[config.mk]
export PLATFORM = sky130hd
export DESIGN_NAME = imem_loader_flat
export DESIGN_NICKNAME = d
export VERILOG_FILES = /design/src/rtl/imem_loader_pkg.sv /design/src/rtl/imem_loader_if.sv /design/src/rtl/imem_loader_ram.sv /design/src/rtl/imem_loader.sv /design/src/flat_wrapper.sv
export SDC_FILE = /design/constraint.sdc
export NUM_CORES = 2
export LEC_CHECK = 0
export CORE_MARGIN = 2
export CORE_UTILIZATION = 25
export CTS_CLUSTER_DIAMETER = 50
export DETAILED_ROUTE_END_ITERATION = 16
export DONT_BUFFER_PORTS = 1
export GPL_ROUTABILITY_DRIVEN = 0
export GPL_TIMING_DRIVEN = 0
export SETUP_SLACK_MARGIN = 0.1
export SYNTH_ARGS = -nofsm -noshare
export SYNTH_HDL_FRONTEND = slang
export SYNTH_SLANG_ARGS = --single-unit
[constraint.sdc]
create_clock -name CLK -period 2.7 [get_ports CLK]
set_input_delay 0.27 -clock CLK [delete_from_list [all_inputs] [get_ports CLK]]
set_output_delay 0.27 -clock CLK [all_outputs]
set_load 0.1 [all_outputs]
[src/rtl/imem_loader_pkg.sv]
// Shared constants for the instruction-memory loader.
// State encoding and default geometry live here.
package imem_loader_pkg;

    localparam int ADDR_W_DEF = 8;
    localparam int DATA_W_DEF = 8;
    localparam logic [7:0] FILL_DEF = 8'h00;

    localparam logic [2:0] ST_IDLE    = 3'd0;
    localparam logic [2:0] ST_LOAD    = 3'd1;
    localparam logic [2:0] ST_RELEASE = 3'd2;
    localparam logic [2:0] ST_RUN     = 3'd3;
    localparam logic [2:0] ST_ERR     = 3'd4;

endpackage

[src/rtl/imem_loader_if.sv]
// Byte-wide program load port (valid/ready with start and last).
// The loader is the slave; the image source is the master.
interface imem_loader_if
    import imem_loader_pkg::*;
#(
    parameter int DATA_W = DATA_W_DEF
) ();

    logic              LD_START;
    logic              LD_VALID;
    logic [DATA_W-1:0] LD_DATA;
    logic              LD_LAST;
    logic              LD_READY;

    modport master (
        output LD_START,
        output LD_VALID,
        output LD_DATA,
        output LD_LAST,
        input  LD_READY
    );

    modport slave (
        input  LD_START,
        input  LD_VALID,
        input  LD_DATA,
        input  LD_LAST,
        output LD_READY
    );

endinterface

[src/rtl/imem_loader_ram.sv]
// Instruction store: synchronous write, asynchronous read.
// Contents are deliberately not reset.
module imem_loader_ram
    import imem_loader_pkg::*;
#(
    parameter int ADDR_W = ADDR_W_DEF,
    parameter int DATA_W = DATA_W_DEF
) (
    input  logic              clk,
    input  logic              we,
    input  logic [ADDR_W-1:0] waddr,
    input  logic [DATA_W-1:0] wdata,
    input  logic [ADDR_W-1:0] raddr,
    output logic [DATA_W-1:0] rdata
);

    logic [DATA_W-1:0] mem [2**ADDR_W];

    always_ff @(posedge clk) begin
        if (we) begin
            mem[waddr] <= wdata;
        end
    end

    assign rdata = mem[raddr];

endmodule

[src/rtl/imem_loader.sv]
// Loads a program image into instruction memory and
// holds the core in reset until the image is complete.
module imem_loader
    import imem_loader_pkg::*;
#(
    parameter int                ADDR_W = ADDR_W_DEF,
    parameter int                DATA_W = DATA_W_DEF,
    parameter logic [DATA_W-1:0] FILL   = DATA_W'(FILL_DEF)
) (
    input  logic              CLK,
    input  logic              CLB,
    imem_loader_if.slave      ld,
    input  logic [ADDR_W-1:0] PC,
    output logic [DATA_W-1:0] INST,
    output logic              CORE_CLB,
    output logic              LD_DONE,
    output logic              LD_ERR,
    output logic [ADDR_W:0]   LD_COUNT
);

    localparam logic [ADDR_W-1:0] PTR_ONE = 1;
    localparam logic [ADDR_W:0]   CNT_ONE = 1;

    logic [2:0]        state;
    logic [ADDR_W-1:0] wptr;
    logic              accept;
    logic [DATA_W-1:0] rdata;

    // Ready is a pure state decode, so no path from LD_VALID.
    assign ld.LD_READY = (state == ST_LOAD);
    assign accept      = ld.LD_READY && ld.LD_VALID;
    assign INST        = (state == ST_RUN) ? rdata : FILL;

    always_ff @(posedge CLK or negedge CLB) begin
        if (!CLB) begin
            state    <= ST_IDLE;
            wptr     <= '0;
            LD_COUNT <= '0;
            CORE_CLB <= 1'b0;
            LD_DONE  <= 1'b0;
            LD_ERR   <= 1'b0;
        end else if (ld.LD_START) begin
            // Start wins over any same-edge accept or LAST.
            state    <= ST_LOAD;
            wptr     <= '0;
            LD_COUNT <= '0;
            CORE_CLB <= 1'b0;
            LD_DONE  <= 1'b0;
            LD_ERR   <= 1'b0;
        end else begin
            unique case (state)
                ST_LOAD: begin
                    if (accept) begin
                        wptr     <= wptr + PTR_ONE;
                        LD_COUNT <= LD_COUNT + CNT_ONE;
                        if (ld.LD_LAST) begin
                            state <= ST_RELEASE;
                        end else if (wptr == '1) begin
                            state  <= ST_ERR;
                            LD_ERR <= 1'b1;
                        end
                    end
                end
                ST_RELEASE: begin
                    state    <= ST_RUN;
                    CORE_CLB <= 1'b1;
                    LD_DONE  <= 1'b1;
                end
                ST_IDLE, ST_RUN, ST_ERR: begin
                end
                default: begin
                    state <= ST_IDLE;
                end
            endcase
        end
    end

    imem_loader_ram #(
        .ADDR_W (ADDR_W),
        .DATA_W (DATA_W)
    ) u_ram (
        .clk   (CLK),
        .we    (accept),
        .waddr (wptr),
        .wdata (ld.LD_DATA),
        .raddr (PC),
        .rdata (rdata)
    );

endmodule

[src/flat_wrapper.sv]
// flat-port wrapper written by rule: the top's interface ports become plain ports
module imem_loader_flat import imem_loader_pkg::*;
#(
    parameter int                ADDR_W = ADDR_W_DEF,
    parameter int                DATA_W = DATA_W_DEF,
    parameter logic [DATA_W-1:0] FILL   = DATA_W'(FILL_DEF)
)
  (CLK, CLB, PC, INST, CORE_CLB, LD_DONE, LD_ERR, LD_COUNT, ld_LD_START, ld_LD_VALID, ld_LD_DATA, ld_LD_LAST, ld_LD_READY);
  imem_loader_if #(.DATA_W(DATA_W)) ld_i ();
  input  logic CLK;
  input  logic CLB;
  input  logic [ADDR_W-1:0] PC;
  output logic [DATA_W-1:0] INST;
  output logic CORE_CLB;
  output logic LD_DONE;
  output logic LD_ERR;
  output logic [ADDR_W:0] LD_COUNT;
  input wire logic [$bits(ld_i.LD_START)-1:0] ld_LD_START;
  input wire logic [$bits(ld_i.LD_VALID)-1:0] ld_LD_VALID;
  input wire logic [$bits(ld_i.LD_DATA)-1:0] ld_LD_DATA;
  input wire logic [$bits(ld_i.LD_LAST)-1:0] ld_LD_LAST;
  output wire logic [$bits(ld_i.LD_READY)-1:0] ld_LD_READY;
  assign ld_i.LD_START = ld_LD_START;
  assign ld_i.LD_VALID = ld_LD_VALID;
  assign ld_i.LD_DATA = ld_LD_DATA;
  assign ld_i.LD_LAST = ld_LD_LAST;
  assign ld_LD_READY = ld_i.LD_READY;
  imem_loader #(.ADDR_W(ADDR_W), .DATA_W(DATA_W), .FILL(FILL)) u_core (.CLK(CLK), .CLB(CLB), .ld(ld_i), .PC(PC), .INST(INST), .CORE_CLB(CORE_CLB), .LD_DONE(LD_DONE), .LD_ERR(LD_ERR), .LD_COUNT(LD_COUNT));
endmodule
## After elaboration in Yosys (flattened, before gate mapping)

Memories as Yosys holds them, arrays and structs flattened.
Cells that the tools add are included.

- Input port bits: 21
- Logic and storage cells: 48
- Memories: 1
- Register bits after elaboration: 22
- Output and inout bits: 21
- RAM bits: 2048

Memories:

| name | depth | bits a word | rd ports | clocked after memory_dff | wr ports | RTL line | text |
|---|---|---|---|---|---|---|---|
| u_core.u_ram.mem | 256 | 8 | 1 | 0 | 1 | imem_loader_ram.sv:17 | `logic [DATA_W-1:0] mem [2**ADDR_W];` |

- Reductions and logical operators: 10
- Equality and inequality tests: 9
- Add/subtract/negate cells: 2
- Muxes and demuxes: 21

Operators by type and width:

| operator | count |
|---|---|
| 8-bit two-way mux | 4 |
| 9-bit two-way mux | 3 |
| 3-bit two-way mux | 4 |
| 9-bit by 1-bit adder with 9-bit output, second input constant | 1 |
| 1-bit two-way mux | 9 |
| 3-bit one-hot mux with 3 select lines | 1 |
| 8-bit by 1-bit adder with 8-bit output, second input constant | 1 |
| 8-bit == test, second input constant | 1 |
| 2-bit nonzero test | 4 |
| 3-bit by 2-bit == test with 1-bit output, second input constant | 2 |
| 2-bit inequality test, second input constant | 2 |
| 4-bit inequality test, second input constant | 1 |
| 4-bit AND reduction | 1 |
| 3-bit by 1-bit == test with 1-bit output, second input constant | 1 |
| 3-bit == test, second input constant | 1 |
| 3-bit zero test | 1 |
| 3-bit inequality test, second input constant | 1 |
| 3-bit AND reduction | 1 |
| 3-bit OR reduction | 1 |
| 2-bit AND reduction | 1 |
| 1-bit logical AND | 1 |

## Depth between registers and ports, before layout

- Depth in word-level cells: 6
- Gate-level depth with buffers: 12
- Depth with buffers taken out: 7

## Cells and area by module

From an unflattened synthesis, not the netlist that was laid out.

- Cell total of the unflattened synthesis: 3850
- Area total of the unflattened synthesis: 80558.5 µm²

Modules (own cells, without submodules):

| module | sequential area each (µm²) | times used | cells each | area each (µm²) |
|---|---|---|---|---|
| imem_loader_ram | 61499.0 | 1 | 3725 | 79396.1 |
| imem_loader | 550.5 | 1 | 125 | 1162.4 |

## Least setup slack after synthesis

OpenSTA, ideal clock, no wires.

- Path type: input-to-output
- From: input PC[0]
- To: output INST[2]
- Required time: 2.430 ns
- Slack: -1.631 ns
- Cell stages on the path: 11
- Arrival: 4.061 ns
- Path buffers: 5
- Cell sequence: buf_6 -> buf_12 -> buf_8 -> buf_12 -> buf_6 -> nand3_1 -> nor2_1 -> a211o_1 -> nor4_1 -> nand4_1 -> o31ai_1

- Word-level cells in the longest chain between the ends: 2

RTL lines:

| element | RTL line | text |
|---|---|---|
| start: declaration | flat_wrapper.sv:12 | `input logic [ADDR_W-1:0] PC;` |
| memory 256 x 8 bit | -- |  |
| 8-bit two-way mux | imem_loader.sv:32 | `assign INST = (state == ST_RUN) ? rdata : FILL;` |
| end: declaration | flat_wrapper.sv:13 | `output logic [DATA_W-1:0] INST;` |

No other way between the ends.

## Final worst setup path

- From: input PC[4]
- To: output INST[2]

The elaborated chain is that of the path after synthesis.

==> results by group <==
Outcome
  – Outcome: finished with violations
  – Violated checks: negative hold slack, max-capacitance violations, max-slew violations, negative setup slack

Finish
  – Multi-input gate area: 20500 um2
  – Fillcell total: 31200
  – Post-Layout Inst Area: 99200 um2
  – Share of cells above drive strength 1: 0.289
  – Commonest non-fill, non-tap cell in the layout: edfxtp_1
  – Nets: 4478
  – P&R area growth vs syn: 21.3%
  – Final core utilization: 0.305
  – FF+latch area: 62100 um2
  – Most frequent cells in the layout: edfxtp_1 (2048), mux4_2 (307), mux2i_1 (282), clkbuf_16 (222), nor2_4 (214)

Timing
  – Shortest period the worst path allows: 4.55 ns
  – RSZ-0062 raised after global routing: yes
  – Slew @ Worst Pin: 1.61 ns
  – Setup Skew: 0.0342 ns
  – Worst setup margin: -1.85 ns
  – Max Clock Freq: 0.220 GHz
  – Slew headroom: -0.0726
  – Final period util: 1.69
  – # setup viols final: 9
  – Final hold slack: -0.476 ns
  – Final count of hold timing violations: 1176
  – Slew Limit Fails: 19

Drt
  – Vias post-DR: 47200
  – Post-route ant nets: 0
  – Vias/cell: 5.27
  – Drt wl/cell: 34.2 um
  – Pre-antenna DRT Iters: 6
  – Final wirelength: 307000 um
  – DRT iter0 DRCs: 8901
  – DRC viols: 0

Clocking
  – Clk Latency, worst-skew pair: 0.87 ns
  – # H-tree levels: 4
  – TritonCTS clock tree: built
  – CTS max path bufs: 3
  – Clk pin slew, worst setup/hold paths: 0.06 ns
  – TritonCTS Buffers: 213
  – CTS sink count: 2070
  – Clk root buf: clkbuf_16

Global routing
  – First-pass GRT wire length: 399000 um
  – Vias in the first global route: 44900
  – Total grt overflow: 0
  – Largest net degree at the start of global routing: 257
  – Initial antenna violation count: 20
  – Total Routing Usage GR: 0.178

Floorplan
  – # IOs: 42
  – Rows: 209
  – DIE HEIGHT: 576 um
  – Initial core utilization: 0.252
  – Horiz. Die Dim: 576 um
  – Core area: 325000 um2
  – Die area: 332000 um2

Worst setup path
  – R2r setup slk: 0.04 ns
  – Critical path capture point type: output port
  – WP data required: 2.43 ns
  – Slowest CP cell: clkbuf_2
  – Crit path top cell by count: clkbuf_2
  – Max incr delay on CP: 0.71 ns
  – Crit-path max FO: 10
  – Cell Chain, Critical Path: buf_2 -> clkbuf_2 -> clkbuf_2 -> nor2_1 -> nor2_2 -> o32ai_1 -> a21oi_1 -> nand4_1 -> o31ai_4 -> buf_12
  – Crit path arrival time: 4.28 ns
  – Kind of critical path: in -> out
  – Startpoint types: input pin

Place
  – DP HPWL: 200000 um
  – Post-placement cell area: 87600 um2
  – IO buf count: 0

Synth
  – Post-synthesis instance total: 4117
  – Syn. warnings: 0
  – Synth Cell Area: 81800 um2
  – Synth Area per Inst: 19.9 um2
  – Synthesized net count: 4143
  – Asr flop ratio synth: 0.0106
  – Number of synthesized flops with an enable pin: 2048
  – Prevailing post-synth register cell: edfxtp_1
  – Flops & latches, synth: 2070
  – Sequential-to-total area share from yosys stat: 0.759
  – Synth unique cells: 69

Worst hold path
  – Min-delay worst type: in -> reg

Power and ir drop
  – Pwr dens: 693 nW/um2
  – VDD IR-drop max: 0.561 mV
  – Leakage: 30.5 nW

Run
  – Max_cap viols: 2
area by class of cell:
type / instances / area share
clock buffers: 257 / 0.0556
plain buffers: 241 / 0.0267
multi-input cells: 1798 / 0.207
flip-flops and latches: 2070 / 0.625
well taps: 4325 / 0.0545
diodes: 10 / 0.000252
repair buffers: 123 / 0.0174
inverters: 5 / 0.000227
clock inverters: 133 / 0.0132
metal layers:
metal | track usage | routed length, um | vias to the layer above
met4 | 0.126 | 25600 | 4
met2 | 0.264 | 132000 | 3762
met1 | 0.215 | 106000 | 24800
met5 | 0 | 25 | -
li1 | - | - | 17700
met3 | 0.0650 | 42300 | 906
synth_stat cells (all sizes together), types with 30 or more instances:
| library cell | count | area, um2 |
|---|---|---|
| a21oi | 62 | 310 |
| buf | 141 | 1290 |
| clkbuf | 102 | 503 |
| edfxtp | 2048 | 61500 |
| mux2i | 283 | 2830 |
| mux4 | 388 | 9040 |
| nand2 | 105 | 397 |
| nand3 | 30 | 150 |
| nor2 | 418 | 1570 |
| nor3 | 48 | 240 |
| nor4 | 33 | 206 |
| o21ai | 78 | 390 |
| o221ai | 77 | 681 |
| o22ai | 57 | 357 |
sequential cells by signal, summed over array words and instances (netlist names):
register	flops
u_core.LD_ERR	1
u_core.u_ram.mem	2048
u_core.LD_COUNT	9
u_core.wptr	8
u_core.CORE_CLB	1
u_core.state	3
worst paths after layout:
path | endpoint | from | cells after the start
setup / recovery | INST[2] | PC[4] | 10
hold / removal | u_core.u_ram.mem[110][5] | ld_LD_DATA[5] | 0
setup reg to reg | u_core.u_ram.mem[135][5] | u_core.state[2] | 8
hold reg to reg | u_core.state[1] | u_core.state[2] | 2
max in group asynchronous | u_core.wptr[6] | CLB | 1
min in group asynchronous | u_core.LD_COUNT[6] | CLB | 1
report_power, final:
| part | total (mW) | leakage (nW) | switching, mW | internal, mW |
|---|---|---|---|---|
| registers | 35.4 | 18.7 | 0.0603 | 35.3 |
| clock network | 29.2 | 3.31 | 12.9 | 16.3 |
| logic | 4.12 | 8.46 | 2.88 | 1.24 |
| total | 68.7 | 30.5 | 15.9 | 52.9 |
kinds of logic after synthesis:
| logic type | Yosys count | share of synthesized area |
|---|---|---|
| xor+xnor | 13 | 0.00139 |
| fa+ha+maj | 5 | 0.000765 |
| simple gates | 718 | 0.0382 |
| flops | 2070 | 0.759 |
| mux | 679 | 0.146 |
| buf+inv | 249 | 0.0223 |
| compound gates | 383 | 0.0321 |
what timing repair did:
action	CTS	global route
gates cloned	0	1
resized for setup	780	112
buffers inserted	48	52
endpoints found under the hold margin	2092	1818
hold buffers	5	7
setup endpoints to repair	2060	1257
pin swaps	61	49
through the flow:
step	setup WS, ns	instances	setup TNS, ns	total power, mW
2_1_floorplan	-0.161	4117	-0.738	37.9
3_3_place_gp	-3.20	8442	-2347.10	39.6
3_5_place_dp	-2.90	8451	-2130.72	39.6
4_1_cts	-1.58	8891	-10.69	68.3
5_1_grt	-1.57	8953	-10.85	69.8
6_report	-1.85	8962	-11.96	68.7
critical path, delay by kind of cell:
family / cells / cell delay (ns)
buffers and inverters: 4 / 1.91
AOI/OAI and AO/OA: 3 / 1.03
and+or+nand+nor: 3 / 1.01
No activity file was read; power rests on OpenSTA's default activity.
